[config.mk]
export PLATFORM = sky130hd
export DESIGN_NAME = serial_adder_ctrl
export DESIGN_NICKNAME = d
export VERILOG_FILES = /design/src/rtl/serial_adder_pkg.sv /design/src/rtl/full_adder.sv /design/src/rtl/serial_adder_ctrl.sv
export SDC_FILE = /design/constraint.sdc
export NUM_CORES = 1
export LEC_CHECK = 0
export CORE_MARGIN = 5
export CORE_UTILIZATION = 45
export DETAILED_ROUTE_END_ITERATION = 10
export PLACE_DENSITY = 0.74
export SETUP_SLACK_MARGIN = 0.02
export SLEW_MARGIN = 30
export SYNTH_ARGS = -nofsm -noshare
export SYNTH_HDL_FRONTEND = slang
export SYNTH_SLANG_ARGS = --single-unit
[constraint.sdc]
create_clock -name clk -period 1.2 [get_ports clk]
set_input_delay 0.36 -clock clk [delete_from_list [all_inputs] [get_ports clk]]
set_output_delay 0.36 -clock clk [all_outputs]
set_load 0.01 [all_outputs]
[src/rtl/serial_adder_pkg.sv]
// Shared types and helpers for the bit-serial add/subtract engine.
package serial_adder_pkg;

    typedef enum logic [1:0] {
        IDLE = 2'd0,
        RUN  = 2'd1,
        DONE = 2'd2
    } state_t;

    localparam int DEFAULT_WIDTH = 8;

    // Bit counter width; never below 1 so the counter always exists.
    function automatic int cnt_width(input int w);
        int r;
        r = $clog2(w);
        return (r < 1) ? 1 : r;
    endfunction

endpackage

[src/rtl/full_adder.sv]
// Single-bit full adder cell, shared one bit per clock by the serial engine.
module full_adder (
    input  logic i_a,
    input  logic i_b,
    input  logic i_cin,
    output logic o_sum,
    output logic o_cout
);

    assign o_sum  = i_a ^ i_b ^ i_cin;
    assign o_cout = (i_a & i_b) | (i_a & i_cin) | (i_b & i_cin);

endmodule

[src/rtl/serial_adder_ctrl.sv]
// Bit-serial A+B+C_in / A-B engine: one full_adder reused LSB to MSB over WIDTH clocks.
module serial_adder_ctrl
    import serial_adder_pkg::*;
#(
    parameter int WIDTH = DEFAULT_WIDTH
) (
    input  logic             clk,
    input  logic             reset,
    input  logic             start,
    input  logic             SUB,
    input  logic [WIDTH-1:0] A,
    input  logic [WIDTH-1:0] B,
    input  logic             C_in,
    output logic             busy,
    output logic             done,
    output logic [WIDTH-1:0] Sum,
    output logic             C_out,
    output logic             overflow
);

    localparam int CW = cnt_width(WIDTH);
    localparam logic [CW-1:0] LAST_CNT = CW'(WIDTH - 1);

    state_t           r_state;
    state_t           w_state_nxt;
    logic             w_accept;
    logic             w_last;
    logic             w_fa_sum;
    logic             w_fa_cout;
    logic             w_c_msb_in;
    logic [WIDTH-1:0] w_res_nxt;

    logic [WIDTH-1:0] r_opa;
    logic [WIDTH-1:0] r_opb;
    logic             r_carry;
    logic [CW-1:0]    r_cnt;
    logic [WIDTH-1:0] r_res;
    logic [WIDTH-1:0] r_sum;
    logic             r_cout;
    logic             r_ovf;

    full_adder u_fa (
        .i_a    (r_opa[0]),
        .i_b    (r_opb[0]),
        .i_cin  (r_carry),
        .o_sum  (w_fa_sum),
        .o_cout (w_fa_cout)
    );

    assign w_last     = (r_state == RUN) && (r_cnt == LAST_CNT);
    assign w_c_msb_in = r_carry;
    assign w_res_nxt  = {w_fa_sum, r_res[WIDTH-1:1]};

    always_comb begin
        w_state_nxt = r_state;
        w_accept    = 1'b0;
        case (r_state)
            IDLE: begin
                if (start) begin
                    w_accept    = 1'b1;
                    w_state_nxt = RUN;
                end
            end
            RUN: begin
                if (w_last) begin
                    w_state_nxt = DONE;
                end
            end
            DONE: begin
                w_accept    = start;
                w_state_nxt = start ? RUN : IDLE;
            end
            default: w_state_nxt = IDLE;
        endcase
    end

    always_ff @(posedge clk) begin
        if (reset) begin
            r_state <= IDLE;
            r_opa   <= '0;
            r_opb   <= '0;
            r_carry <= 1'b0;
            r_cnt   <= '0;
            r_res   <= '0;
            r_sum   <= '0;
            r_cout  <= 1'b0;
            r_ovf   <= 1'b0;
        end else begin
            r_state <= w_state_nxt;
            if (w_accept) begin
                // Subtract is A + ~B + 1: invert B and force the initial carry.
                r_opa   <= A;
                r_opb   <= SUB ? ~B : B;
                r_carry <= SUB ? 1'b1 : C_in;
                r_cnt   <= '0;
            end else if (r_state == RUN) begin
                r_opa   <= r_opa >> 1;
                r_opb   <= r_opb >> 1;
                r_carry <= w_fa_cout;
                r_cnt   <= r_cnt + 1'b1;
                r_res   <= w_res_nxt;
                // Publish only the completed result; outputs stay frozen during RUN.
                if (w_last) begin
                    r_sum  <= w_res_nxt;
                    r_cout <= w_fa_cout;
                    r_ovf  <= w_c_msb_in ^ w_fa_cout;
                end
            end
        end
    end

    assign busy     = (r_state == RUN);
    assign done     = (r_state == DONE);
    assign Sum      = r_sum;
    assign C_out    = r_cout;
    assign overflow = r_ovf;

endmodule

==> results of run 1 <==
cell type report:
type                    instances  area [µm²]
well taps                      46        57.6
flip-flops and latches         39         803
fillers                       279        1110
multi-input cells             132         876
repair buffers                 53         514
clock buffers                   7        45.0
inverters                       1        6.26
clock inverters                 1        5.00
state kept, by name, indices dropped and copies added (netlist names):
register  flops
r_opb         8
Sum           8
r_carry       1
r_state       2
r_cnt         3
C_out         1
r_opa         8
overflow      1
r_res         7
cell usage after synthesis, types with 3 or more instances:
library cell  count  area, µm²
buf_4             5       37.5
xor2_1            8       70.1
nor2_1            6       22.5
o22ai_1           6       37.5
a311oi_1          3       26.3
dfxtp_1          39        781
a21oi_1          23        115
nand3_1           8       40.0
nand2_1          41        154
a22oi_1           5       37.5
nor3_1           14       70.1
buf_2             5       25.0
worst paths after layout:
kind                            slack (ps)               endpoint
worst min-delay path                   470    Sum[0]$_SDFFE_PP0P_
worst max-delay path                  -140                   busy
worst min register to register         470    Sum[0]$_SDFFE_PP0P_
worst max register to register         -70  overflow$_SDFFE_PP0P_
critical path, cell delays in order (launching register included):
cell      delay (ps)
dfxtp_2          350
nand2b_4         150
inv_4             50
buf_6             90
power breakdown:
| group | internal [mW] | total, mW | switching, mW |
|---|---|---|---|
| logic | 0.221 | 0.438 | 0.217 |
| clock network | 0.229 | 0.643 | 0.414 |
| registers | 1.36 | 1.40 | 0.0421 |
| total | 1.81 | 2.48 | 0.673 |
cells by family (layout without fill, tap and decap cells):
logic type / after synthesis / count (layout) / synth area share (%)
simple gates: 76 / 76 / 20.9
compound gates: 41 / 41 / 15.0
flops: 39 / 39 / 48.3
buf+inv: 16 / 62 / 6.35
xor+xnor: 10 / 10 / 5.42
fa+ha+maj: 3 / 3 / 2.79
mux: 2 / 2 / 1.24
per-layer routing:
metal  wire length [µm]  share of wire, %  global-route usage (%)  up-vias
met3                124               3.3                    3.30       11
met1               1610                43                    16.5      708
met4                135               3.6                    10.2        0
li1                   -                 -                       -      730
met2               1910                51                    29.3       28
met5                  0                 0                       0        -
metrics by stage:
stage | total power, mW | area, µm² | utilization (%) | setup slack [ps]
2_1_floorplan | 1.67 | 1640 | - | 21.8
3_3_place_gp | 1.79 | 2040 | 59.6 | -307
3_5_place_dp | 1.81 | 2040 | 59.6 | -395
4_1_cts | 2.47 | 2200 | 64.3 | -155
5_1_grt | 2.59 | 2310 | 67.5 | -189
6_report | 2.48 | 2310 | 67.5 | -144
what timing repair did:
item / 4_1_cts / 5_1_grt
pin swaps: 9 / 5
endpoints found under the setup margin: 43 / 43
gates resized for setup: 93 / 22
gates cloned: 2 / 1
buffers inserted: 2 / 1
==> results.ini, run 1 <==
[routing]
final_antenna_net_count = 0
num_vias = 1477
drc = 0
wl_per_cell_um = 13.6
drtIter0Drc = 83
totalWireLength_um = 3780
firstDrtPassIters = 4
viasPerCell = 5.29

[global_routing]
antenna_found_initial = 0
grt_pass1_wl_um = 6430
grt_max_degree = 40
first_global_vias = 1501
grt-ovfl-total = 0
grtUsageTotal_pct = 16.1

[hold_path]
hold_depth = 2
hp-start = r_res[1]$_SDFFE_PP0P_
min_path_type = flip-flop to flip-flop

[cells_and_area]
instances_no_fill = 279
mostFrequentLayoutCells = 31 x nand2_1, 23 x dfxtp_1, 19 x clkdlybuf4s50_1
drive_gt1_share_pct = 37.3
layout-area-overhead-vs-synth_pct = 42.7
diodes = 0
nets = 256
layout_commonest_cell = nand2_1

[critical_path]
regToRegStartpoint = r_cnt[0]$_SDFFE_PP0N_
cp-startpoint = r_state[1]$_SDFFE_PP0P_
critPathRequiredTime_ps = 840
critPathLaunchType = flip-flop
crit_type = flip-flop to output port
cp-end-kind = output port
reg2reg_depth = 5
cp_data_arrival_time_ps = 980
critPathMaxFanout = 4

[floorplanning]
ios = 33
initial_core_util_pct = 47.3
core_um2 = 3420
die_y_um = 69.9
fp.dieW_um = 69.9
dieArea_um2 = 4890
rows = 21

[sta]
hold_viol = 0
timing.final.crit_share_pct = 112
slew_headroom_pct = 80.3
rsz0062_at_grt = true
tightestPinTransition_ps = 296
fin_ws_ps = -144
finalSetupViolations = 15
maxSlewViolCount = 0
period_minus_slack_ps = 1340
fmax_ghz = 0.744
fin_worst_skew_ps = 6.51
fin_tns_setup_ps = -816
whs_ps = 468

[clock_tree]
cts_buffer_depth = 2
holdBufCountCts = 0
cts_buffers = 5
cts_num_sinks = 39
htree_levels = 2
clock_latency_ps = 340
clockRootBuffer = clkbuf_4
cts_tree = built
clk_transition_reported_paths_ps = 110

[placement]
place.gp.congestion = 0.739
place_hpwl_um = 2440
placed_cells = 265
port_buffers = 32

[power_and_ir_drop]
peakVddDrop_mv = 0.690
p_per_area_nw_per_um2 = 1070
leakagePower_nw = 0.903

[synthesis]
ys_types = 29
synth_edf_count = 0
synth_area_um2 = 1620
post_synth.cell_area_avg_um2 = 8.64
synth_seq_cells = 39
synthArstFlopShare_pct = 0
ys_seq_area_share_pct = 48.3
synth-main-ff-cell = dfxtp_1
synthesis.nets = 211
synthCells = 187
ys.warnings.count = 0

[job]
drv_cap = 0

[run_status]
status = complete, but fails checks
violations = setup timing

(Power assumes the default switching activity.)
==> inputs of run 2 (changes only) <==
--- a/config.mk
+++ b/config.mk
@@ -6,9 +6,9 @@
 export NUM_CORES = 1
 export LEC_CHECK = 0
 export CORE_MARGIN = 5
-export CORE_UTILIZATION = 45
+export CORE_UTILIZATION = 54
 export DETAILED_ROUTE_END_ITERATION = 10
-export PLACE_DENSITY = 0.74
+export PLACE_DENSITY = 0.83
 export SETUP_SLACK_MARGIN = 0.02
 export SLEW_MARGIN = 30
 export SYNTH_ARGS = -nofsm -noshare
==> constraint.sdc (replaced) <==
create_clock -name clk -period 1.6 [get_ports clk]
set_input_delay 0.48 -clock clk [delete_from_list [all_inputs] [get_ports clk]]
set_output_delay 0.48 -clock clk [all_outputs]
set_load 0.01 [all_outputs]
==> results.ini, run 2 (synthesis results as in run 1) <==
[cells_and_area]
nFillCells = 237  ; -15%
mostFrequentLayoutCells = 41 x nand2_1, 37 x dfxtp_1, 23 x a21oi_1
nets = 244  ; -4.7%
instances_no_fill = 252  ; -9.7%
drive_gt1_share_pct = 10.9  ; -26 points
diodes = 0  ; unchanged
utilization_pct = 72.9  ; +5.4 points
layout_commonest_cell = nand2_1
layout-area-overhead-vs-synth_pct = 26.5

[placement]
place_hpwl_um = 2310  ; -5.2%
placed_cells = 244  ; -7.9%
pre_cts_ws_ps = -65.6  ; +330 ps
place.gp.congestion = 0.783  ; +6.0%
port_buffers = 32  ; unchanged

[clock_tree]
htree_levels = 2  ; unchanged
clock_latency_ps = 350  ; about the same
clockRootBuffer = clkbuf_4
cts_num_sinks = 39  ; unchanged
cts_tree = built
post_cts_buffers = 0  ; -2
cts_buffers = 5  ; unchanged
cts_buffer_depth = 2  ; unchanged
clk_transition_reported_paths_ps = 110  ; about the same
holdBufCountCts = 0  ; unchanged

[power_and_ir_drop]
swShare_pct = 24.1  ; -3.1 points
seq_power_share_pct = 52.1  ; -4.3 points
peakVddDrop_mv = 0.727  ; +5.3%
leakagePower_nw = 0.812  ; -10%
internal_power_mw = 1.53  ; -15%
p_per_area_nw_per_um2 = 983  ; -8.5%
power_frac_comb_pct = 13.8  ; -3.9 points
p_sw_uw = 485  ; -28%
pwr-share-clk_pct = 34.1  ; +8.2 points

[sta]
timing.final.crit_share_pct = 92.2
fin_worst_skew_ps = 10.1  ; +3.57 ps
tightestPinTransition_ps = 390  ; +94.4 ps
fin_tns_setup_ps = 0  ; +816 ps
hold_viol = 0  ; unchanged
fmax_ghz = 0.678
maxSlewViolCount = 0  ; unchanged
slew_headroom_pct = 73.9  ; -6.4 points
period_minus_slack_ps = 1480
rsz0062_at_grt = false
fin_ws_ps = 125  ; +269 ps
finalSetupViolations = 0  ; -15

[routing]
totalWireLength_um = 3330  ; -12%
final_antenna_net_count = 0  ; unchanged
firstDrtPassIters = 4  ; unchanged
wl_per_cell_um = 13.2  ; -2.4%
viasPerCell = 5.60  ; +5.8%
drtIter0Drc = 64  ; -23%
drc = 0  ; unchanged
num_vias = 1411  ; -4.5%

[run_status]
status = finished clean

[critical_path]
cp_data_arrival_time_ps = 1000  ; +20 ps
crit_type = flip-flop to output port
critPathSlowestCell = dfxtp_2
max_stage_delay_ps = 340  ; about the same
critPathLaunchType = flip-flop
critPathMaxFanout = 4  ; unchanged
cp-end-kind = output port
critPathRequiredTime_ps = 1120  ; +280 ps
path_cells = nand2b_4, inv_4, buf_2

[floorplanning]
core_um2 = 2810  ; -18%
fp.dieW_um = 64.7  ; -7.5%
initial_core_util_pct = 57.6  ; +10 points
ios = 33  ; unchanged
dieArea_um2 = 4190  ; -14%
die_y_um = 64.7  ; -7.5%
rows = 19  ; -9.5%

[global_routing]
grt_pass1_wl_um = 6000  ; -6.7%
grt-ovfl-total = 0  ; unchanged
antenna_found_initial = 0  ; unchanged
first_global_vias = 1419  ; -5.5%
grtUsageTotal_pct = 18.2  ; +2.1 points
grt_max_degree = 40  ; unchanged

[hold_path]
min_path_type = flip-flop to flip-flop

[job]
drv_cap = 0  ; unchanged

[run 2: per-layer routing]
metal / GRT usage [%] / share of wire [%]
met5: 0 / 0
met4: 9.23 / 2.1
met3: 5.53 / 5.7
met2: 32.2 / 51
met1: 19.5 / 41
[run 2: per-stage QoR]
stage	hold slack (ps)	power [mW]	area [µm²]
final	459	2.01	2050
after floorplan	432	1.25	1620
after detailed placement	447	1.35	1970
after global placement	442	1.33	1970
after CTS	461	2.04	2050
after global routing	475	2.12	2050
[run 2: layout make-up]
| cell class | count | area, µm² | share of cell area (%) |
|---|---|---|---|
| multi-input cells | 132 | 741 | 36.2 |
| well taps | 31 | 38.8 | 1.90 |
| clock buffers | 6 | 51.3 | 2.51 |
| flip-flops and latches | 39 | 783 | 38.3 |
| clock inverters | 2 | 35.0 | 1.71 |
| repair buffers | 41 | 390 | 19.1 |
| inverters | 1 | 6.26 | 0.306 |
[run 2: path summary, 6_finish.rpt]
| check | start | endpoint | slack (ps) | cells past startpoint |
|---|---|---|---|---|
| min | Sum[3]$_SDFFE_PP0P_ | Sum[3]$_SDFFE_PP0P_ | 460 | 2 |
| min reg2reg | Sum[3]$_SDFFE_PP0P_ | Sum[3]$_SDFFE_PP0P_ | 460 | 2 |
| max | r_state[1]$_SDFFE_PP0P_ | busy | 120 | 3 |
| max reg2reg | r_cnt[0]$_SDFFE_PP0N_ | overflow$_SDFFE_PP0P_ | 200 | 5 |
[run 2: worst max-delay path, delay by kind of cell (launching register included)]
family	cells	cell delay (ps)
simple gates	1	140
buf+inv	2	170
flops	1	340
[run 2: power groups by stage]
stage          Sequential [mW]  Combinational [mW]  Clock [mW]
3_5_place_dp              1.07               0.279           0
4_1_cts                   1.05               0.280       0.708
2_1_floorplan             1.06               0.185           0
3_3_place_gp              1.06               0.268           0
6_report                  1.05               0.278       0.685
5_1_grt                   1.05               0.310       0.756
[run 2: timing repair]
action,CTS,global route
endpoints found under the hold margin,0,0
gates resized for setup,20,1
setup endpoints to repair,12,1
==> inputs of run 3 (changes only) <==
--- a/config.mk
+++ b/config.mk
@@ -10,6 +10,7 @@
 export DETAILED_ROUTE_END_ITERATION = 10
 export PLACE_DENSITY = 0.83
 export SETUP_SLACK_MARGIN = 0.02
+export SKIP_LAST_GASP = 1
 export SLEW_MARGIN = 30
 export SYNTH_ARGS = -nofsm -noshare
 export SYNTH_HDL_FRONTEND = slang
==> results.ini, run 3 (synthesis results as in run 1) <==
[clock_tree]
cts_tree = built
htree_levels = 2  ; unchanged
cts_buffer_depth = 2  ; unchanged
cts_resized = 14  ; -30%
cts_num_sinks = 39  ; unchanged
holdBufCountCts = 0  ; unchanged
clock_latency_ps = 350  ; about the same
clockRootBuffer = clkbuf_4
post_cts_buffers = 0  ; unchanged
clk_transition_reported_paths_ps = 110  ; about the same
cts_buffers = 5  ; unchanged

[critical_path]
cp-end-kind = output port
critPathTopFamily = flip-flops
cp_num_cells = 3  ; unchanged
max_stage_delay_ps = 340  ; about the same
path_cells = nand2b_4, inv_4, clkbuf_2
cp-startpoint = r_state[1]$_SDFFE_PP0P_
critPathMaxFanout = 4  ; unchanged
crit_buf_inv = 2  ; unchanged
reg2reg_depth = 5  ; unchanged
regToRegStartpoint = r_cnt[0]$_SDFFE_PP0N_
cp_data_arrival_time_ps = 1000  ; about the same
critPathSlowestCell = dfxtp_2
critPathLaunchType = flip-flop
critPathRequiredTime_ps = 1120  ; about the same
crit_type = flip-flop to output port

[routing]
firstDrtPassIters = 4  ; unchanged
num_vias = 1410  ; -0.071%
viasPerCell = 5.60  ; about the same
drtIter0Drc = 64  ; unchanged
totalWireLength_um = 3330  ; unchanged
drc = 0  ; unchanged
wl_per_cell_um = 13.2  ; unchanged
final_antenna_net_count = 0  ; unchanged

[hold_path]
hp-start = Sum[3]$_SDFFE_PP0P_
hold_depth = 2  ; unchanged
min_path_type = flip-flop to flip-flop

[floorplanning]
rows = 19  ; unchanged
core_um2 = 2810  ; unchanged
dieArea_um2 = 4190  ; unchanged
die_y_um = 64.7  ; unchanged
ios = 33  ; unchanged
initial_core_util_pct = 57.6  ; unchanged
fp.dieW_um = 64.7  ; unchanged

[global_routing]
first_global_vias = 1409  ; -0.70%
grt-ovfl-total = 0  ; unchanged
antenna_found_initial = 0  ; unchanged
grt_pass1_wl_um = 5950  ; -0.82%
grtUsageTotal_pct = 18.1  ; -0.12 points
grt_max_degree = 40  ; unchanged

[sta]
fin_ws_ps = 124  ; -1.24 ps
whs_ps = 459  ; unchanged
rsz0062_at_grt = false
timing.final.crit_share_pct = 92.3  ; about the same
fin_worst_skew_ps = 10.1  ; -0.000100 ps
tightestPinTransition_ps = 392  ; +1.77 ps
slew_headroom_pct = 73.8  ; -0.12 points
hold_viol = 0  ; unchanged
period_minus_slack_ps = 1480  ; +1.24 ps
maxSlewViolCount = 0  ; unchanged
finalSetupViolations = 0  ; unchanged
fmax_ghz = 0.677  ; about the same

[job]
drv_cap = 0  ; unchanged

[placement]
pre_cts_ws_ps = -65.6  ; unchanged
place.gp.congestion = 0.783  ; unchanged
place_hpwl_um = 2310  ; unchanged
port_buffers = 32  ; unchanged
placed_cells = 244  ; unchanged

[cells_and_area]
layout-area-overhead-vs-synth_pct = 26.5  ; unchanged
layout_commonest_cell = nand2_1
nFillCells = 237  ; unchanged
nets = 244  ; unchanged
instances_no_fill = 252  ; unchanged
mostFrequentLayoutCells = 41 x nand2_1, 37 x dfxtp_1, 23 x a21oi_1
drive_gt1_share_pct = 10.9  ; unchanged
diodes = 0  ; unchanged

[power_and_ir_drop]
p_per_area_nw_per_um2 = 983  ; about the same
leakagePower_nw = 0.811  ; about the same
peakVddDrop_mv = 0.727  ; about the same

[run_status]
status = finished clean

==> run 3: worst register-to-register path: cells and delay by family, from the launching register on <==
kind	cells	cell delay (ps)
DFF	1	340
and+or+nand+nor	1	220
buffers and inverters	1	180
adders and majority gates	2	400
AOI/OAI and AO/OA	1	190
==> run 3: power breakdown <==
part           internal, mW  leakage (nW)  switching (mW)
sequential             1.02         0.319          0.0304
combinational         0.140         0.444           0.138
clock                 0.369        0.0482           0.316
==> run 3: area by class of cell <==
cell class	count	area, µm²	share of cell area, %
well taps	31	38.8	1.90
inverters	1	6.26	0.306
repair buffers	41	390	19.1
flip-flops and latches	39	783	38.3
clock buffers	6	51.3	2.51
multi-input cells	132	741	36.2
clock inverters	2	35.0	1.71
==> run 3: layer usage <==
layer	global-route usage [%]	part of all wire, %	up-vias
met1	19.5	41	651
met4	8.97	2.1	0
li1	-	-	709
met2	32.1	51	40
met3	5.35	5.4	10
met5	0	0	-
==> run 3: stage by stage <==
step	TNS, ps	total power [mW]	area (µm²)	util (%)
finish	0	2.01	2050	72.9
global route	0	2.12	2050	72.9
CTS	-100	2.03	2050	72.9
detailed placement	-148	1.35	1970	70.3
global placement	-24.2	1.33	1970	70.3
floorplan	0	1.25	1620	-
==> run 3: path summary, 6_finish.rpt <==
| kind | to | slack [ps] |
|---|---|---|
| worst max-delay path | busy | 120 |
| worst min-delay path | Sum[3]$_SDFFE_PP0P_ | 460 |
| worst max register to register | overflow$_SDFFE_PP0P_ | 200 |
| worst min register to register | Sum[3]$_SDFFE_PP0P_ | 460 |
